### src/rtl/ysyx_23060221_axi_pkg.sv
// ---------------------------------------------------------------------------
// ysyx_23060221_axi_pkg
// Shared AXI definitions for the read and write arbiters:
//   - arbiter FSM state encoding (3-bit enum)
//   - AXI burst / size / response constants
//   - axi_size_bytes(): bytes per beat for an AxSIZE code
// ---------------------------------------------------------------------------
package ysyx_23060221_axi_pkg;

  typedef enum logic [2:0] {
    ST_IDLE = 3'd0,
    ST_AR0  = 3'd1,
    ST_AR1  = 3'd2,
    ST_R0   = 3'd3,
    ST_R1   = 3'd4
  } axi_arb_state_e;

  localparam logic [1:0] AXI_BURST_FIXED = 2'b00;
  localparam logic [1:0] AXI_BURST_INCR  = 2'b01;
  localparam logic [1:0] AXI_BURST_WRAP  = 2'b10;

  localparam logic [2:0] AXI_SIZE_1B = 3'd0;
  localparam logic [2:0] AXI_SIZE_2B = 3'd1;
  localparam logic [2:0] AXI_SIZE_4B = 3'd2;
  localparam logic [2:0] AXI_SIZE_8B = 3'd3;

  localparam logic [1:0] AXI_RESP_OKAY   = 2'b00;
  localparam logic [1:0] AXI_RESP_EXOKAY = 2'b01;
  localparam logic [1:0] AXI_RESP_SLVERR = 2'b10;
  localparam logic [1:0] AXI_RESP_DECERR = 2'b11;

  function automatic logic [7:0] axi_size_bytes(input logic [2:0] size);
    return 8'd1 << size;
  endfunction

endpackage

### src/rtl/ysyx_23060221_axi_rd_if.sv
// ---------------------------------------------------------------------------
// ysyx_23060221_axi_rd_if
// AXI4 read-channel bundle (AR + R).
//   master modport: drives ar* request and rready, receives arready and r*.
//   slave  modport: drives arready and r*, receives ar* request and rready.
// Parameters: ADDR_W, DATA_W, ID_W.
// ---------------------------------------------------------------------------
interface ysyx_23060221_axi_rd_if #(
  parameter int ADDR_W = 32,
  parameter int DATA_W = 32,
  parameter int ID_W   = 4
);
  logic              arvalid;
  logic              arready;
  logic [ADDR_W-1:0] araddr;
  logic [ID_W-1:0]   arid;
  logic [7:0]        arlen;
  logic [2:0]        arsize;
  logic [1:0]        arburst;

  logic              rvalid;
  logic              rready;
  logic [DATA_W-1:0] rdata;
  logic [1:0]        rresp;
  logic              rlast;
  logic [ID_W-1:0]   rid;

  modport master (
    output arvalid, araddr, arid, arlen, arsize, arburst, rready,
    input  arready, rvalid, rdata, rresp, rlast, rid
  );

  modport slave (
    input  arvalid, araddr, arid, arlen, arsize, arburst, rready,
    output arready, rvalid, rdata, rresp, rlast, rid
  );
endinterface

### src/rtl/ysyx_23060221_rr_pick.sv
// ---------------------------------------------------------------------------
// ysyx_23060221_rr_pick
// Two-way picker, combinational.
//   req[1:0]    request per master
//   last_grant  master granted most recently (0/1)
//   fix_prio    1: master 1 wins ties; 0: the master that was not last wins
//   grant[1:0]  one-hot grant, '0 when nothing requests
// ---------------------------------------------------------------------------
module ysyx_23060221_rr_pick (
  input  logic [1:0] req,
  input  logic       last_grant,
  input  logic       fix_prio,
  output logic [1:0] grant
);

  always_comb begin
    grant = '0;
    case (req)
      2'b01:   grant = 2'b01;
      2'b10:   grant = 2'b10;
      2'b11:   grant = (fix_prio || !last_grant) ? 2'b10 : 2'b01;
      default: grant = '0;
    endcase
  end

endmodule

### src/rtl/ysyx_23060221_axi_rd_arbiter.sv
// ---------------------------------------------------------------------------
// ysyx_23060221_axi_rd_arbiter
// Two-master, one-slave AXI4 read arbiter (IFU = m0, LSU = m1).
// One transaction in flight; ownership runs from AR accept to the rlast beat.
// Ports:
//   clk, rst  clock (rising edge), asynchronous active-high reset
//   m0, m1    slave-side read bundles facing the IFU / LSU
//   s         master-side read bundle facing the memory slave
//   busy      1 whenever the FSM is not IDLE
// Parameters: ADDR_W, DATA_W, ID_W (bus widths), FIX_PRIO (0 RR, 1 m1 wins).
// ---------------------------------------------------------------------------
module ysyx_23060221_axi_rd_arbiter #(
  parameter int ADDR_W   = 32,
  parameter int DATA_W   = 32,
  parameter int ID_W     = 4,
  parameter int FIX_PRIO = 0
) (
  input  logic                    clk,
  input  logic                    rst,
  ysyx_23060221_axi_rd_if.slave   m0,
  ysyx_23060221_axi_rd_if.slave   m1,
  ysyx_23060221_axi_rd_if.master  s,
  output logic                    busy
);
  import ysyx_23060221_axi_pkg::*;

  axi_arb_state_e state;
  logic           last_grant;
  logic [1:0]     req;
  logic [1:0]     grant;

  logic [ADDR_W-1:0] ar_addr;
  logic [ID_W-1:0]   ar_id;
  logic [DATA_W-1:0] r_data;
  logic [ID_W-1:0]   r_id;

  assign req = {m1.arvalid, m0.arvalid};

  ysyx_23060221_rr_pick u_pick (
    .req        (req),
    .last_grant (last_grant),
    .fix_prio   (FIX_PRIO != 0),
    .grant      (grant)
  );

  // busy is written alongside every state transition so it is exactly
  // (state != IDLE) while still coming straight from a flop.
  always_ff @(posedge clk or posedge rst) begin
    if (rst) begin
      state      <= ST_IDLE;
      last_grant <= 1'b1;
      busy       <= 1'b0;
    end else begin
      case (state)
        ST_IDLE: begin
          if (grant[0]) begin
            state <= ST_AR0;
            busy  <= 1'b1;
          end else if (grant[1]) begin
            state <= ST_AR1;
            busy  <= 1'b1;
          end
        end
        ST_AR0: begin
          if (!m0.arvalid) begin
            state <= ST_IDLE;
            busy  <= 1'b0;
          end else if (s.arready) begin
            state      <= ST_R0;
            last_grant <= 1'b0;
          end
        end
        ST_AR1: begin
          if (!m1.arvalid) begin
            state <= ST_IDLE;
            busy  <= 1'b0;
          end else if (s.arready) begin
            state      <= ST_R1;
            last_grant <= 1'b1;
          end
        end
        ST_R0: begin
          if (s.rvalid && m0.rready && s.rlast) begin
            state <= ST_IDLE;
            busy  <= 1'b0;
          end
        end
        ST_R1: begin
          if (s.rvalid && m1.rready && s.rlast) begin
            state <= ST_IDLE;
            busy  <= 1'b0;
          end
        end
        default: begin
          state <= ST_IDLE;
          busy  <= 1'b0;
        end
      endcase
    end
  end

  // AR channel mux: only the granted master sees arready.
  always_comb begin
    s.arvalid  = 1'b0;
    ar_addr    = '0;
    ar_id      = '0;
    s.arlen    = '0;
    s.arsize   = '0;
    s.arburst  = '0;
    m0.arready = 1'b0;
    m1.arready = 1'b0;
    case (state)
      ST_AR0: begin
        s.arvalid  = m0.arvalid;
        ar_addr    = m0.araddr;
        ar_id      = m0.arid;
        s.arlen    = m0.arlen;
        s.arsize   = m0.arsize;
        s.arburst  = m0.arburst;
        m0.arready = s.arready;
      end
      ST_AR1: begin
        s.arvalid  = m1.arvalid;
        ar_addr    = m1.araddr;
        ar_id      = m1.arid;
        s.arlen    = m1.arlen;
        s.arsize   = m1.arsize;
        s.arburst  = m1.arburst;
        m1.arready = s.arready;
      end
      default: ;
    endcase
  end

  assign s.araddr = ar_addr;
  assign s.arid   = ar_id;
  assign r_data   = s.rdata;
  assign r_id     = s.rid;

  // R channel mux: routed purely by state, rid is passed through unchecked.
  always_comb begin
    s.rready  = 1'b0;
    m0.rvalid = 1'b0;
    m0.rdata  = '0;
    m0.rresp  = '0;
    m0.rlast  = 1'b0;
    m0.rid    = '0;
    m1.rvalid = 1'b0;
    m1.rdata  = '0;
    m1.rresp  = '0;
    m1.rlast  = 1'b0;
    m1.rid    = '0;
    case (state)
      ST_R0: begin
        s.rready  = m0.rready;
        m0.rvalid = s.rvalid;
        m0.rdata  = r_data;
        m0.rresp  = s.rresp;
        m0.rlast  = s.rlast;
        m0.rid    = r_id;
      end
      ST_R1: begin
        s.rready  = m1.rready;
        m1.rvalid = s.rvalid;
        m1.rdata  = r_data;
        m1.rresp  = s.rresp;
        m1.rlast  = s.rlast;
        m1.rid    = r_id;
      end
      default: ;
    endcase
  end

endmodule

### src/flat_wrapper.sv
// flat-port wrapper written by rule: the top's interface ports become plain ports
module ysyx_23060221_axi_rd_arbiter_flat import ysyx_23060221_axi_pkg::*;
#(
  parameter int ADDR_W   = 32,
  parameter int DATA_W   = 32,
  parameter int ID_W     = 4,
  parameter int FIX_PRIO = 0
)
  (clk, rst, busy, m0_arvalid, m0_araddr, m0_arid, m0_arlen, m0_arsize, m0_arburst, m0_rready, m0_arready, m0_rvalid, m0_rdata, m0_rresp, m0_rlast, m0_rid, m1_arvalid, m1_araddr, m1_arid, m1_arlen, m1_arsize, m1_arburst, m1_rready, m1_arready, m1_rvalid, m1_rdata, m1_rresp, m1_rlast, m1_rid, s_arvalid, s_araddr, s_arid, s_arlen, s_arsize, s_arburst, s_rready, s_arready, s_rvalid, s_rdata, s_rresp, s_rlast, s_rid);
  ysyx_23060221_axi_rd_if #(.ADDR_W(ADDR_W), .DATA_W(DATA_W), .ID_W(ID_W)) m0_i ();
  ysyx_23060221_axi_rd_if #(.ADDR_W(ADDR_W), .DATA_W(DATA_W), .ID_W(ID_W)) m1_i ();
  ysyx_23060221_axi_rd_if #(.ADDR_W(ADDR_W), .DATA_W(DATA_W), .ID_W(ID_W)) s_i ();
  input  logic clk;
  input  logic rst;
  output logic busy;
  input wire logic [$bits(m0_i.arvalid)-1:0] m0_arvalid;
  input wire logic [$bits(m0_i.araddr)-1:0] m0_araddr;
  input wire logic [$bits(m0_i.arid)-1:0] m0_arid;
  input wire logic [$bits(m0_i.arlen)-1:0] m0_arlen;
  input wire logic [$bits(m0_i.arsize)-1:0] m0_arsize;
  input wire logic [$bits(m0_i.arburst)-1:0] m0_arburst;
  input wire logic [$bits(m0_i.rready)-1:0] m0_rready;
  output wire logic [$bits(m0_i.arready)-1:0] m0_arready;
  output wire logic [$bits(m0_i.rvalid)-1:0] m0_rvalid;
  output wire logic [$bits(m0_i.rdata)-1:0] m0_rdata;
  output wire logic [$bits(m0_i.rresp)-1:0] m0_rresp;
  output wire logic [$bits(m0_i.rlast)-1:0] m0_rlast;
  output wire logic [$bits(m0_i.rid)-1:0] m0_rid;
  input wire logic [$bits(m1_i.arvalid)-1:0] m1_arvalid;
  input wire logic [$bits(m1_i.araddr)-1:0] m1_araddr;
  input wire logic [$bits(m1_i.arid)-1:0] m1_arid;
  input wire logic [$bits(m1_i.arlen)-1:0] m1_arlen;
  input wire logic [$bits(m1_i.arsize)-1:0] m1_arsize;
  input wire logic [$bits(m1_i.arburst)-1:0] m1_arburst;
  input wire logic [$bits(m1_i.rready)-1:0] m1_rready;
  output wire logic [$bits(m1_i.arready)-1:0] m1_arready;
  output wire logic [$bits(m1_i.rvalid)-1:0] m1_rvalid;
  output wire logic [$bits(m1_i.rdata)-1:0] m1_rdata;
  output wire logic [$bits(m1_i.rresp)-1:0] m1_rresp;
  output wire logic [$bits(m1_i.rlast)-1:0] m1_rlast;
  output wire logic [$bits(m1_i.rid)-1:0] m1_rid;
  output wire logic [$bits(s_i.arvalid)-1:0] s_arvalid;
  output wire logic [$bits(s_i.araddr)-1:0] s_araddr;
  output wire logic [$bits(s_i.arid)-1:0] s_arid;
  output wire logic [$bits(s_i.arlen)-1:0] s_arlen;
  output wire logic [$bits(s_i.arsize)-1:0] s_arsize;
  output wire logic [$bits(s_i.arburst)-1:0] s_arburst;
  output wire logic [$bits(s_i.rready)-1:0] s_rready;
  input wire logic [$bits(s_i.arready)-1:0] s_arready;
  input wire logic [$bits(s_i.rvalid)-1:0] s_rvalid;
  input wire logic [$bits(s_i.rdata)-1:0] s_rdata;
  input wire logic [$bits(s_i.rresp)-1:0] s_rresp;
  input wire logic [$bits(s_i.rlast)-1:0] s_rlast;
  input wire logic [$bits(s_i.rid)-1:0] s_rid;
  assign m0_i.arvalid = m0_arvalid;
  assign m0_i.araddr = m0_araddr;
  assign m0_i.arid = m0_arid;
  assign m0_i.arlen = m0_arlen;
  assign m0_i.arsize = m0_arsize;
  assign m0_i.arburst = m0_arburst;
  assign m0_i.rready = m0_rready;
  assign m0_arready = m0_i.arready;
  assign m0_rvalid = m0_i.rvalid;
  assign m0_rdata = m0_i.rdata;
  assign m0_rresp = m0_i.rresp;
  assign m0_rlast = m0_i.rlast;
  assign m0_rid = m0_i.rid;
  assign m1_i.arvalid = m1_arvalid;
  assign m1_i.araddr = m1_araddr;
  assign m1_i.arid = m1_arid;
  assign m1_i.arlen = m1_arlen;
  assign m1_i.arsize = m1_arsize;
  assign m1_i.arburst = m1_arburst;
  assign m1_i.rready = m1_rready;
  assign m1_arready = m1_i.arready;
  assign m1_rvalid = m1_i.rvalid;
  assign m1_rdata = m1_i.rdata;
  assign m1_rresp = m1_i.rresp;
  assign m1_rlast = m1_i.rlast;
  assign m1_rid = m1_i.rid;
  assign s_arvalid = s_i.arvalid;
  assign s_araddr = s_i.araddr;
  assign s_arid = s_i.arid;
  assign s_arlen = s_i.arlen;
  assign s_arsize = s_i.arsize;
  assign s_arburst = s_i.arburst;
  assign s_rready = s_i.rready;
  assign s_i.arready = s_arready;
  assign s_i.rvalid = s_rvalid;
  assign s_i.rdata = s_rdata;
  assign s_i.rresp = s_rresp;
  assign s_i.rlast = s_rlast;
  assign s_i.rid = s_rid;
  ysyx_23060221_axi_rd_arbiter #(.ADDR_W(ADDR_W), .DATA_W(DATA_W), .ID_W(ID_W), .FIX_PRIO(FIX_PRIO)) u_core (.clk(clk), .rst(rst), .m0(m0_i), .m1(m1_i), .s(s_i), .busy(busy));
endmodule
### config.mk
export PLATFORM = sky130hd
export DESIGN_NAME = ysyx_23060221_axi_rd_arbiter_flat
export DESIGN_NICKNAME = d
export VERILOG_FILES = /design/src/rtl/ysyx_23060221_axi_pkg.sv /design/src/rtl/ysyx_23060221_axi_rd_if.sv /design/src/rtl/ysyx_23060221_rr_pick.sv /design/src/rtl/ysyx_23060221_axi_rd_arbiter.sv /design/src/flat_wrapper.sv
export SDC_FILE = /design/constraint.sdc
export NUM_CORES = 1
export LEC_CHECK = 0
export CAP_MARGIN = 15
export CORE_AREA = 2 2 107 109
export CTS_BUF_LIST = sky130_fd_sc_hd__clkbuf_4
export DETAILED_ROUTE_END_ITERATION = 10
export DIE_AREA = 0 0 109 111
export SLEW_MARGIN = 0
export SYNTH_ARGS = -nofsm -noshare
export SYNTH_HDL_FRONTEND = slang
export SYNTH_SLANG_ARGS = --single-unit
### constraint.sdc
create_clock -name clk -period 3 [get_ports clk]
set_input_delay 0.45 -clock clk [delete_from_list [all_inputs] [get_ports clk]]
set_output_delay 0.45 -clock clk [all_outputs]
set_load 0.01 [all_outputs]
==> metrics.csv, run 1 <==
stage,metric,value,unit
cts,clk-insertion-delay-late,250,ps
cts,clockBufferDepth,2,
route,drc,0,
place,io_buffers,278,
place,gp_congestion,0.8366,
worst_setup_path,critPathKind,reg2out,
logic_synthesis,ys_seq_area_share,9.010,%
pwr,power_density,519.5,nW/um^2
timing,final_max_slew_viol_count,0,
route,ant_nets,0,
route,vias_per_cell,4.205,
route,first_pass_iters,4,
route,maxUsedRoutingLayer,met4,
timing,fmax,371.7,MHz
place,dp_slack,368.1,ps
global_routing,grt_pass1_vias,2387,
floorplanning,die_area,12100,um^2
logic_synthesis,netlist.area_leader.share,36.57,%
floorplanning,io_pins,279,
global_routing,grtUsageTotal,13.23,%
worst_setup_path,worst-r2r-setup-slack,1350,ps
job,max_cap_viol_count,0,
worst_setup_path,slowest_stage,clkdlybuf4s50_1,
finish,diodes,0,
global_routing,grt_pass1_wl,12.78,mm
finish,area_growth,209.7,%
worst_setup_path,slowest_delay,600,ps
logic_synthesis,yosysTopAreaCell,and2_1,
route,avgRoutedWirePerCell,14.94,um
cts,holdBufCountCts,0,
timing,rsz0062_at_grt,false,
timing,period_share,89.67,%
route,vias,2519,
cts,clkTransAtPathRegs,40,ps
worst_setup_path,worst_setup_path_start_kind,register,
cts,cts_tree,done,
floorplanning,core,11080,um^2
pwr,finalPower,2.257,mW
global_routing,antenna_found_initial,0,
logic_synthesis,syn-num-nets,335,
logic_synthesis,synth.most_common_cell,and2_1,
timing,setup_viol,0,
pwr,peakVddDrop,373.1,uV
timing,layout_setup_ws,309.9,ps
logic_synthesis,synth_edf_count,0,
logic_synthesis,synth_commonest_cells,"and2_1, a22o_1, clkbuf_1",
route,wirelength_met1,3.479,mm
worst_setup_path,cp_data_arrival_time,2240,ps
worst_setup_path,path_max_fanout,49,
floorplanning,die_x,109,um
floorplanning,die_h,111,um
route,routed_wl,8.949,mm
timing,skew,2.822,ps
route,dr_wl_met2,4.122,mm
cts,post_cts_buffers,0,
cts,cts_resized,0,
cts,htreeDepth,1,
timing,setup_tns,0,ps
place,dpl.hpwl,7.370,mm
logic_synthesis,async_flop_share,100.0,%
finish,drive_gt1_share,3.289,%
run_status,status,completed,
timing,period_needed,2690,ps
logic_synthesis,synth_area_leaders,"and2_1, a22o_1, dfrtp_1, clkbuf_1, buf_6",
logic_synthesis,ys_ff_latch,5,
logic_synthesis,synth_ff_type,dfrtp_1,
logic_synthesis,avgSynthCellArea,7.382,um^2
timing,hold_violations,0,
floorplanning,start_util,12.66,%
route,met3_length,1.241,mm
pwr,leakagePower,1.648,nW
timing,tightest_slew,418.4,ps
logic_synthesis,synthDistinctLibCells,26,
global_routing,grt_max_degree,50,
timing,slew_headroom,72.11,%
worst_setup_path,required,2550,ps
cts,cts-root-buf,clkbuf_4,
cts,cts_buffers,3,
logic_synthesis,yosysWarnings,0,
logic_synthesis,syn_inst,190,
cts,cts_sinks,5,
logic_synthesis,netlist_area,1403,um^2
route,drt_iter0_drc,141,
floorplanning,rows,39,
global_routing,gr-total-overflow,0,
worst_hold_path,hold_class,in2async,
worst_setup_path,critical_path.endpoint_type,primary output,
worst_setup_path,cp_cell_sequence,nor2_1 -> and2_1 -> buf_12 -> a22o_1 -> clkdlybuf4s50_1,
finish,nets,602,
worst paths after layout:
check	start	endpoint	cells after the start
worst max register to register	u_core.state[0]	u_core.state[1]	5
max in group asynchronous	rst	u_core.last_grant	2
worst min-delay path	rst	u_core.busy	2
min in group clk	u_core.busy	u_core.busy	2
worst max-delay path	u_core.state[1]	s_araddr[9]	5
worst min register to register	u_core.busy	u_core.busy	2
power by group:
part           total (mW)  leakage [nW]  switching (mW)  internal, mW
Clock              0.0890        0.0184          0.0296        0.0594
Sequential          0.152        0.0614          0.0518         0.101
Combinational        2.02          1.57           0.820          1.20
state kept, by name, indices dropped and copies added (netlist names):
signal and cells:
u_core.last_grant 1, u_core.busy 1, u_core.state 3
cell type report:
class,count,area [um^2]
Fill cell,1106,6733
Timing Repair Buffer,283,2833
Multi-Input combinational cell,163,1172
Tap cell,143,178.9
Sequential cell,5,126.4
Clock buffer,4,30.03
Inverter,1,3.754
through the flow:
step,std cells,hold WS [ps],utilization (%),instance area (um^2)
after global placement,595,490.6,38.95,4314
final,599,409.7,39.22,4344
after floorplan,190,227.8,-,1403
after CTS,599,411.3,39.22,4344
after detailed placement,595,491.8,38.95,4314
after global routing,599,425.6,39.22,4344
metal layers:
metal / up-vias / GRT usage, %
li1: 1226 / -
met1: 1117 / 15.26
met2: 166 / 22.73
met3: 10 / 5.467
met4: 0 / 2.564
met5: - / 0
cells by family (layout without fill, tap and decap cells):
kind of cell,Yosys count,in the layout,synth area share [%]
buf+inv,22,288,8.296
flops,5,5,9.010
compound gates,65,65,38.81
simple gates,98,98,43.89
worst max-delay path: cells and delay by family (launching register included):
| kind | cells | cell delay (ps) |
|---|---|---|
| buffers and inverters | 2 | 840 |
| and+or+nand+nor | 2 | 520 |
| DFF | 1 | 460 |
| AOI/OAI and AO/OA | 1 | 150 |
layout by cell type (no fill, tap or decap), types with 3 or more instances in the layout:
master	instances
a22o_1	53
and2_1	82
buf_4	4
clkbuf_4	4
clkdlybuf4s50_1	278
dfrtp_1	4
nand2_1	4
nand3_1	3
o21ai_1	4
Power figures use the tool's default switching activity.
==> run 2, diff against run 1 <==
- SETUP_SLACK_MARGIN: default -> 0.2
==> run 2 against run 1 <==
  * Utilization hardly changed
  * Clock-buffer cell count stayed put
  * Worst hold slack hardly changed
  * Routed wire length is 0.23% higher
  * Worst setup slack better by 52 ps
  * Final area hardly changed
  * Die area stayed put
  * Final cell count stayed put
  * Non-clock buffer count stayed put
  * Largest power group unchanged
  * Clock power hardly changed
  * Critical path depth is 1 lower
  * Highest routed layer unchanged
  * Critical path type is now in2out
==> metrics.csv, run 2 (same netlist as run 1, synthesis figures left out) <==
stage,metric,value,unit
run_status,status,completed,
floorplanning,die_area,12100,um^2
finish,area_growth,209.9,%
route,vias,2508,
finish,design_area,4347,um^2
finish,layout_common_cells,"clkdlybuf4s50_1, and2_1, a22o_1",
finish,fill_cells,1107,
route,vias_per_cell,4.187,
global_routing,antenna_found_initial,0,
floorplanning,core,11080,um^2
finish,largest_reg_flops,3,
cts,htreeDepth,1,
finish,diodes,0,
place,dpl.cell_count,595,
place,placed_area,4314,um^2
global_routing,grt_pass1_vias,2387,
timing,tightest_slew,424.7,ps
worst_hold_path,hold_class,in2async,
job,max_cap_viol_count,0,
route,drt_iter0_drc,144,
place,dp_slack,368.1,ps
floorplanning,die_x,109,um
global_routing,grt_pass1_wl,12.78,mm
timing,hold_violations,0,
timing,layout_setup_ws,362.1,ps
route,routed_wl,8.970,mm
worst_setup_path,critical_path.endpoint_type,primary output,
global_routing,grt_max_degree,50,
cts,cts_buffers,3,
place,dpl.hpwl,7.370,mm
route,avgRoutedWirePerCell,14.97,um
timing,slew_headroom,71.69,%
worst_setup_path,worst_setup_path_start_kind,input pin,
finish,drive_gt1_share,3.509,%
pwr,power_density,520.0,nW/um^2
floorplanning,io_pins,279,
cts,cts_tree,done,
floorplanning,start_util,12.66,%
timing,setup_tns,0,ps
timing,fmax,379.1,MHz
route,drc,0,
worst_setup_path,path_max_fanout,7,
timing,skew,2.797,ps
cts,cts_sinks,5,
worst_setup_path,required,2550,ps
timing,rsz0062_at_grt,false,
timing,period_needed,2638,ps
finish,top_regs,"u_core.state (3), u_core.busy (1), u_core.last_grant (1)",
finish,nets,602,
global_routing,grtUsageTotal,13.23,%
cts,clkTransAtPathRegs,40,ps
timing,period_share,87.93,%
floorplanning,die_h,111,um
finish,layout_commonest_cell,clkdlybuf4s50_1,
worst_setup_path,cp_data_arrival_time,2190,ps
cts,clockBufferDepth,2,
finish,regMostFlops,u_core.state,
pwr,leakagePower,1.648,nW
finish,final_cells,599,
route,ant_nets,0,
timing,setup_viol,0,
floorplanning,rows,39,
place,gp_congestion,0.8366,
timing,final_max_slew_viol_count,0,
cts,cts-root-buf,clkbuf_4,
place,io_buffers,278,
global_routing,gr-total-overflow,0,
pwr,peakVddDrop,366.5,uV
pwr,finalPower,2.260,mW
worst_setup_path,critPathKind,in2out,
route,first_pass_iters,4,
cts,clk-insertion-delay-late,250,ps
## run 2: stage by stage
stage | hold slack [ps] | utilization, %
2_1_floorplan | 227.8 | -
3_3_place_gp | 490.6 | 38.95
3_5_place_dp | 491.8 | 38.95
4_1_cts | 411.3 | 39.22
5_1_grt | 425.6 | 39.24
6_report | 409.9 | 39.24
## run 2: worst paths after layout
path / startpoint / to / slack (ps) / cells past startpoint
worst max-delay path: m0_arvalid / s_arvalid / 360 / 4
worst min-delay path: rst / u_core.busy / 410 / 2
worst max register to register: u_core.state[0] / u_core.state[1] / 1350 / 5
worst min register to register: u_core.busy / u_core.busy / 500 / 2
max in group asynchronous: rst / u_core.last_grant / 2350 / 2
min in group clk: u_core.busy / u_core.busy / 500 / 2
## run 2: where the power goes
| part | switching, mW | internal (mW) | total, mW |
|---|---|---|---|
| Clock | 0.0296 | 0.0594 | 0.0890 |
| Combinational | 0.819 | 1.20 | 2.02 |
| Sequential | 0.0539 | 0.100 | 0.154 |
## run 2: layout make-up
class | count | area, um^2 | share of cell area, %
Timing Repair Buffer | 283 | 2833 | 65.17
Multi-Input combinational cell | 163 | 1175 | 27.03
Tap cell | 143 | 178.9 | 4.116
Sequential cell | 5 | 126.4 | 2.907
Clock buffer | 4 | 30.03 | 0.6908
Inverter | 1 | 3.754 | 0.08636
## run 2: worst max-delay path, stage by stage
cell and delay (ps):
clkdlybuf4s50_1 580, nand3b_1 180, a21oi_1 340, clkdlybuf4s50_1 630
## run 2: timing repair
action	4_1_cts	5_1_grt
buffers inserted	0	0
resized for setup	0	1
setup endpoints to repair	0	7
hold buffers	0	0
## run 2: metal layers
layer  vias to the layer above  part of all wire, %  global-route usage (%)
li1                       1224                    -                       -
met1                      1116                   39                   15.26
met2                       158                   46                   22.73
met3                        10                   13                   5.467
met4                         0                  1.2                   2.564
met5                         -                    0                       0
